## src/rtl/dmem_req_sequencer.sv

```systemverilog
// -----------------------------------------------------------------------------
// dmem_req_sequencer
//
// Puts MEM-stage data-memory accesses onto an SRAM-like bus with a split
// handshake: req/addr_ok for the address phase and data_ok for the data phase.
// While a transaction is outstanding the pipeline is stalled. Load data is
// held until the stage advances. If an exception flush arrives mid-transaction,
// the bus handshake still runs to completion and the returned data is dropped.
//
// Ports
//   clk, resetn         clock, asynchronous active-low reset
//   mem_en/wsel/size/   MEM-stage request (wsel==0 means load); these inputs
//   addr/wdata          stay stable while stall=1
//   flush, stage_adv    kill of the instruction in MEM / MEM stage advancing
//   stall               pipeline stall request
//   rdata, rdata_vld    raw load word, held for the current instruction
//   data_*              SRAM-like bus (req, wr, size, addr, wdata, wstrb,
//                       addr_ok, data_ok, rdata)
//
// Optional build macro DMEM_PERF_CNT_EN adds these outputs:
//   perf_stall_cyc, perf_load_cnt, perf_store_cnt
//
// State | Meaning
// ------+---------------------------------------------------------------
// IDLE  | no transaction; bus driven straight from mem_* inputs
// REQ   | address phase pending, data_req held until data_addr_ok
// WAIT  | address accepted, waiting for data_data_ok
// DONE  | result held for the instruction until stage_adv or flush
// -----------------------------------------------------------------------------
module dmem_req_sequencer #(
    parameter int ADDR_W = 32,
    parameter int DATA_W = 32,
    parameter int CNT_W  = 32
) (
    input  logic              clk,
    input  logic              resetn,
    input  logic              mem_en,
    input  logic [3:0]        mem_wsel,
    input  logic [1:0]        mem_size,
    input  logic [ADDR_W-1:0] mem_addr,
    input  logic [DATA_W-1:0] mem_wdata,
    input  logic              flush,
    input  logic              stage_adv,
    output logic              stall,
    output logic [DATA_W-1:0] rdata,
    output logic              rdata_vld,
    output logic              data_req,
    output logic              data_wr,
    output logic [1:0]        data_size,
    output logic [ADDR_W-1:0] data_addr,
    output logic [DATA_W-1:0] data_wdata,
    output logic [3:0]        data_wstrb,
    input  logic              data_addr_ok,
    input  logic              data_data_ok,
    input  logic [DATA_W-1:0] data_rdata
`ifdef DMEM_PERF_CNT_EN
    ,
    output logic [CNT_W-1:0]  perf_stall_cyc,
    output logic [CNT_W-1:0]  perf_load_cnt,
    output logic [CNT_W-1:0]  perf_store_cnt
`endif
);

    typedef enum logic [1:0] {
        S_IDLE = 2'd0,
        S_REQ  = 2'd1,
        S_WAIT = 2'd2,
        S_DONE = 2'd3
    } state_t;

    state_t              state_q, state_d;
    logic                killed_q, killed_d;
    logic                lat_wr_q, lat_wr_d;
    logic [1:0]          lat_size_q, lat_size_d;
    logic [ADDR_W-1:0]   lat_addr_q, lat_addr_d;
    logic [DATA_W-1:0]   lat_wdata_q, lat_wdata_d;
    logic [3:0]          lat_wstrb_q, lat_wstrb_d;
    logic [DATA_W-1:0]   rdata_q, rdata_d;
    logic                rdata_vld_q, rdata_vld_d;
    logic                done_ld, done_st;

    // A flush that arrives in the same cycle as data_ok kills the result too.
    logic kill_now;
    assign kill_now = killed_q | flush;

    always_comb begin
        state_d     = state_q;
        killed_d    = killed_q;
        lat_wr_d    = lat_wr_q;
        lat_size_d  = lat_size_q;
        lat_addr_d  = lat_addr_q;
        lat_wdata_d = lat_wdata_q;
        lat_wstrb_d = lat_wstrb_q;
        rdata_d     = rdata_q;
        rdata_vld_d = rdata_vld_q;
        done_ld     = 1'b0;
        done_st     = 1'b0;

        stall      = 1'b0;
        data_req   = 1'b0;
        data_wr    = lat_wr_q;
        data_size  = lat_size_q;
        data_addr  = lat_addr_q;
        data_wdata = lat_wdata_q;
        data_wstrb = lat_wstrb_q;

        case (state_q)
            S_IDLE: begin
                data_wr    = |mem_wsel;
                data_size  = mem_size;
                data_addr  = mem_addr;
                data_wdata = mem_wdata;
                data_wstrb = mem_wsel;
                if (mem_en && !flush) begin
                    data_req    = 1'b1;
                    stall       = 1'b1;
                    lat_wr_d    = |mem_wsel;
                    lat_size_d  = mem_size;
                    lat_addr_d  = mem_addr;
                    lat_wdata_d = mem_wdata;
                    lat_wstrb_d = mem_wsel;
                    state_d     = data_addr_ok ? S_WAIT : S_REQ;
                end
            end
            S_REQ: begin
                // The request is never retracted, even on flush.
                data_req = 1'b1;
                // Once killed, the stall belongs to the next instruction.
                stall    = killed_q ? mem_en : !flush;
                if (flush) killed_d = 1'b1;
                if (data_addr_ok) state_d = S_WAIT;
            end
            S_WAIT: begin
                stall = killed_q ? mem_en : !flush;
                if (flush) killed_d = 1'b1;
                if (data_data_ok) begin
                    if (kill_now) begin
                        killed_d = 1'b0;
                        state_d  = S_IDLE;
                    end else begin
                        if (!lat_wr_q) begin
                            rdata_d     = data_rdata;
                            rdata_vld_d = 1'b1;
                            done_ld     = 1'b1;
                        end else begin
                            done_st     = 1'b1;
                        end
                        state_d = S_DONE;
                    end
                end
            end
            S_DONE: begin
                if (stage_adv || flush) begin
                    rdata_vld_d = 1'b0;
                    state_d     = S_IDLE;
                end
            end
            default: state_d = S_IDLE;
        endcase
    end

    always_ff @(posedge clk or negedge resetn) begin
        if (!resetn) begin
            state_q     <= S_IDLE;
            killed_q    <= 1'b0;
            lat_wr_q    <= 1'b0;
            lat_size_q  <= '0;
            lat_addr_q  <= '0;
            lat_wdata_q <= '0;
            lat_wstrb_q <= '0;
            rdata_q     <= '0;
            rdata_vld_q <= 1'b0;
        end else begin
            state_q     <= state_d;
            killed_q    <= killed_d;
            lat_wr_q    <= lat_wr_d;
            lat_size_q  <= lat_size_d;
            lat_addr_q  <= lat_addr_d;
            lat_wdata_q <= lat_wdata_d;
            lat_wstrb_q <= lat_wstrb_d;
            rdata_q     <= rdata_d;
            rdata_vld_q <= rdata_vld_d;
        end
    end

    assign rdata     = rdata_q;
    assign rdata_vld = rdata_vld_q;

`ifdef DMEM_PERF_CNT_EN
    logic [CNT_W-1:0] stall_cyc_q, stall_cyc_d;
    logic [CNT_W-1:0] load_cnt_q, load_cnt_d;
    logic [CNT_W-1:0] store_cnt_q, store_cnt_d;

    always_comb begin
        stall_cyc_d = stall_cyc_q + (stall ? CNT_W'(1) : CNT_W'(0));
        load_cnt_d  = load_cnt_q + (done_ld ? CNT_W'(1) : CNT_W'(0));
        store_cnt_d = store_cnt_q + (done_st ? CNT_W'(1) : CNT_W'(0));
    end

    always_ff @(posedge clk or negedge resetn) begin
        if (!resetn) begin
            stall_cyc_q <= '0;
            load_cnt_q  <= '0;
            store_cnt_q <= '0;
        end else begin
            stall_cyc_q <= stall_cyc_d;
            load_cnt_q  <= load_cnt_d;
            store_cnt_q <= store_cnt_d;
        end
    end

    assign perf_stall_cyc = stall_cyc_q;
    assign perf_load_cnt  = load_cnt_q;
    assign perf_store_cnt = store_cnt_q;
`else
    // Completion strobes only feed the counters; tie them off in this build.
    logic unused_done;
    assign unused_done = done_ld | done_st;
`endif

endmodule

```

## config.mk

```make
export PLATFORM = sky130hd
export DESIGN_NAME = dmem_req_sequencer
export DESIGN_NICKNAME = d
export VERILOG_FILES = /design/src/rtl/dmem_req_sequencer.sv
export SDC_FILE = /design/constraint.sdc
export NUM_CORES = 1
export LEC_CHECK = 0
export ABC_CLOCK_PERIOD_IN_PS = 2400
export BUFFER_PORTS_ARGS = -buffer_cell sky130_fd_sc_hd__buf_2
export CAP_MARGIN = 20
export CELL_PAD_IN_SITES_DETAIL_PLACEMENT = 1
export CELL_PAD_IN_SITES_GLOBAL_PLACEMENT = 1
export CORE_AREA = 2 2 120 122
export CTS_BUF_LIST = sky130_fd_sc_hd__clkbuf_4 sky130_fd_sc_hd__clkbuf_8 sky130_fd_sc_hd__clkbuf_16
export CTS_CLUSTER_SIZE = 20
export DETAILED_ROUTE_END_ITERATION = 16
export DIE_AREA = 0 0 122 124
export PLACE_DENSITY_LB_ADDON = 0.1
export SYNTH_ARGS = -nofsm -noshare
export SYNTH_HDL_FRONTEND = slang
export SYNTH_SLANG_ARGS = --single-unit
export TNS_END_PERCENT = 5
```

## constraint.sdc

```tcl
create_clock -name clk -period 2.4 [get_ports clk]
set_clock_uncertainty 0.1 [all_clocks]
set_input_delay 0.24 -clock clk [delete_from_list [all_inputs] [get_ports clk]]
set_output_delay 0.24 -clock clk [all_outputs]
set_load 0.02 [all_outputs]
```

==> results by group <==
Run status
  – Status: completed

Yosys
  – Synth Register Bits: 107
  – Top FF cell, synth: dfrtp_1
  – Cell Area, Synth: 5167 µm²
  – Ys async rst share: 100.0%
  – Cells after Synth: 341
  – Avg Cell Area, Syn: 15.15 µm²
  – Syn nets: 456
  – Unique cell type count in the Yosys netlist: 29
  – Synth warn: 0
  – Sequential fraction of the synthesis area: 51.82%
  – EDFF count, synth: 0

Global route
  – Tot GR Track Use: 17.00%
  – Antenna violations before repair: 0
  – First-pass GRT wire length: 19.98 mm
  – Grt total ovfl: 0
  – Largest net degree at the start of global routing: 58
  – Vias in the first global route: 3846

Clocking
  – Clock Tree Buf Depth: 2
  – Clk pin slew, worst setup/hold paths: 70 ps
  – H-tree levels: 3
  – Num CTS Buffers: 9
  – Root buf cell: clkbuf_16
  – Clock Sinks: 107
  – Clock Latency Late Sink: 350 ps
  – CTS tree: yes

Timing
  – Final period util: 95.75%
  – Setup violators final: 0
  – Actual slew at the worst max-slew pin: 643.4 ps
  – Fmax: 0.4352 GHz
  – Hold_ws: 18.11 ps
  – Final min period: 2298 ps
  – Hold Vio Cnt, Final: 0
  – Slew Viols, Final: 0
  – RSZ-0062 raised after global routing: false
  – Max-slew headroom: 57.00%
  – Fin Setup TNS: 0 ps

Placement
  – Detailed Place HPWL: 9.435 mm
  – Port-buffer cells: 214
  – DP Area: 6454 µm²
  – Placer Congestion: 0.7229

Floorplanning
  – Core Area: 13720 µm²
  – Die X-Extent: 122 µm
  – Height of the die: 124 µm
  – Num rows: 43
  – Initial Utilization: 37.67%
  – Total die area: 15130 µm²
  – Ports: 215

Drt
  – Initial drt markers: 94
  – Routed wire length: 13.02 mm
  – Via count: 3603
  – DRC viols: 0
  – Vias per inst: 4.843
  – Initial DRT Pass Iterations: 4
  – WL/cell: 17.49 µm
  – Antenna viol nets, final: 0

Finish
  – Final Cell Area: 6817 µm²
  – Nets: 673
  – Final Util: 49.69%
  – Share of layout cells above drive strength 1: 74.42%
  – Area growth syn-to-layout: 31.91%
  – Fill cells: 1458

Power
  – Power Density: 1487 nW/µm²
  – Leakage: 3.411 nW
  – Maximum VDD drop: 667.7 µV

Min path
  – Worst Hold Class: primary input to flop

Worst setup path
  – Critical path class: flop to output port
  – Crit path DAT: 1960 ps
  – CP Capture Type: output port
  – Data required, critical path: 2060 ps
  – CP startpoint kind: flop
  – Crit path max fanout: 18

Job
  – Max-Cap Viols: 0
worst max-delay path, cell delays in order, from the launching register on:
cell       delay, ps
dfrtp_1          410
inv_1            160
ha_4             290
clkbuf_16        230
mux2_2           340
buf_2            160
path summary, 6_finish.rpt:
check	from	endpoint	slack [ps]	cells past startpoint
max	state_q[1]	data_wstrb[1]	100	5
min	data_rdata[15]	rdata[15]	20	2
max reg2reg	state_q[0]	rdata[27]	120	6
min reg2reg	lat_addr_q[7]	lat_addr_q[7]	400	1
max in group asynchronous	resetn	rdata[28]	1280	3
min in group asynchronous	resetn	rdata[30]	250	2
power by group:
part	leakage [nW]	switching (W)	internal (W)	total (W)
clock	0.138	0.000657	0.000769	0.00143
combinational	1.98	0.00283	0.00271	0.00554
sequential	1.29	0.000460	0.00271	0.00317
kinds of logic after synthesis:
logic type / count (synthesis) / synth area share [%]
muxes: 174 / 40.07
DFF: 107 / 51.82
buffers and inverters: 23 / 2.930
and+or+nand+nor: 18 / 2.107
AOI/OAI and AO/OA: 13 / 1.622
adders and majority gates: 6 / 1.453
area by class of cell:
type	instances	area [µm²]	share of cell area (%)
Antenna cell	1	2.502	0.03671
Clock buffer	12	260.3	3.818
Clock inverter	4	25.02	0.3671
Inverter	3	11.26	0.1652
Multi-Input combinational cell	211	2351	34.49
Sequential cell	107	2678	39.28
Tap cell	180	225.2	3.304
Timing Repair Buffer	226	1264	18.54
per-layer routing:
| layer | routed length [µm] | global-route usage (%) | part of all wire (%) | vias to the layer above |
|---|---|---|---|---|
| li1 | - | - | - | 1662 |
| met1 | 5271 | 20.24 | 40 | 1777 |
| met2 | 6165 | 27.44 | 47 | 150 |
| met3 | 1381 | 7.692 | 11 | 14 |
| met4 | 198 | 5.603 | 1.5 | 0 |
| met5 | 0 | 0 | 0 | - |
through the flow:
| step | worst slack (ps) | cells | power (W) |
|---|---|---|---|
| after detailed placement | 79.99 | 722 | 0.008660 |
| after CTS | 28.62 | 739 | 0.01013 |
| after global routing | 0.9084 | 743 | 0.01081 |
| final | 102.0 | 744 | 0.01014 |
| after global placement | 163.8 | 722 | 0.008506 |
| after floorplan | 302.7 | 341 | 0.006912 |
registers in the layout, indices dropped and copies added, names as in the netlist:
name         count
lat_wr_q         1
lat_addr_q      32
lat_size_q       2
killed_q         1
rdata           32
lat_wdata_q     32
rdata_vld        1
state_q          2
lat_wstrb_q      4
what timing repair did:
item | in CTS | in global routing
setup endpoints to repair | 0 | 49
setup buffers | 0 | 2
gates resized for setup | 0 | 1
hold buffers | 1 | 0
hold endpoints to repair | 24 | 0
cell usage after synthesis, types with 2 or more instances:
cell | count | area, µm²
inv_1 | 3 | 11.26
a21oi_1 | 3 | 15.01
mux2_4 | 30 | 450.4
nand2_1 | 2 | 7.510
ha_1 | 6 | 75.07
nand2b_1 | 4 | 25.02
o21ai_0 | 4 | 20.02
nor2_1 | 3 | 11.26
mux2_2 | 143 | 1610
dfrtp_1 | 107 | 2678
clkbuf_1 | 9 | 33.78
buf_2 | 7 | 35.03
buf_12 | 3 | 60.06
nor2b_1 | 2 | 12.51
placed cells by master, fill, tap and decap left out, types with 2 or more instances in the layout:
master,n
buf_12,5
dfrtp_1,107
nor2_1,3
nand2_1,2
clkbuf_8,2
buf_4,5
mux2_2,143
clkinv_2,2
clkbuf_16,11
inv_1,2
nor2b_1,2
nand2b_1,4
buf_2,213
ha_1,5
mux2_4,30
a21oi_1,3
clkinvlp_4,2
o21ai_0,4
(Power assumes the default switching activity.)
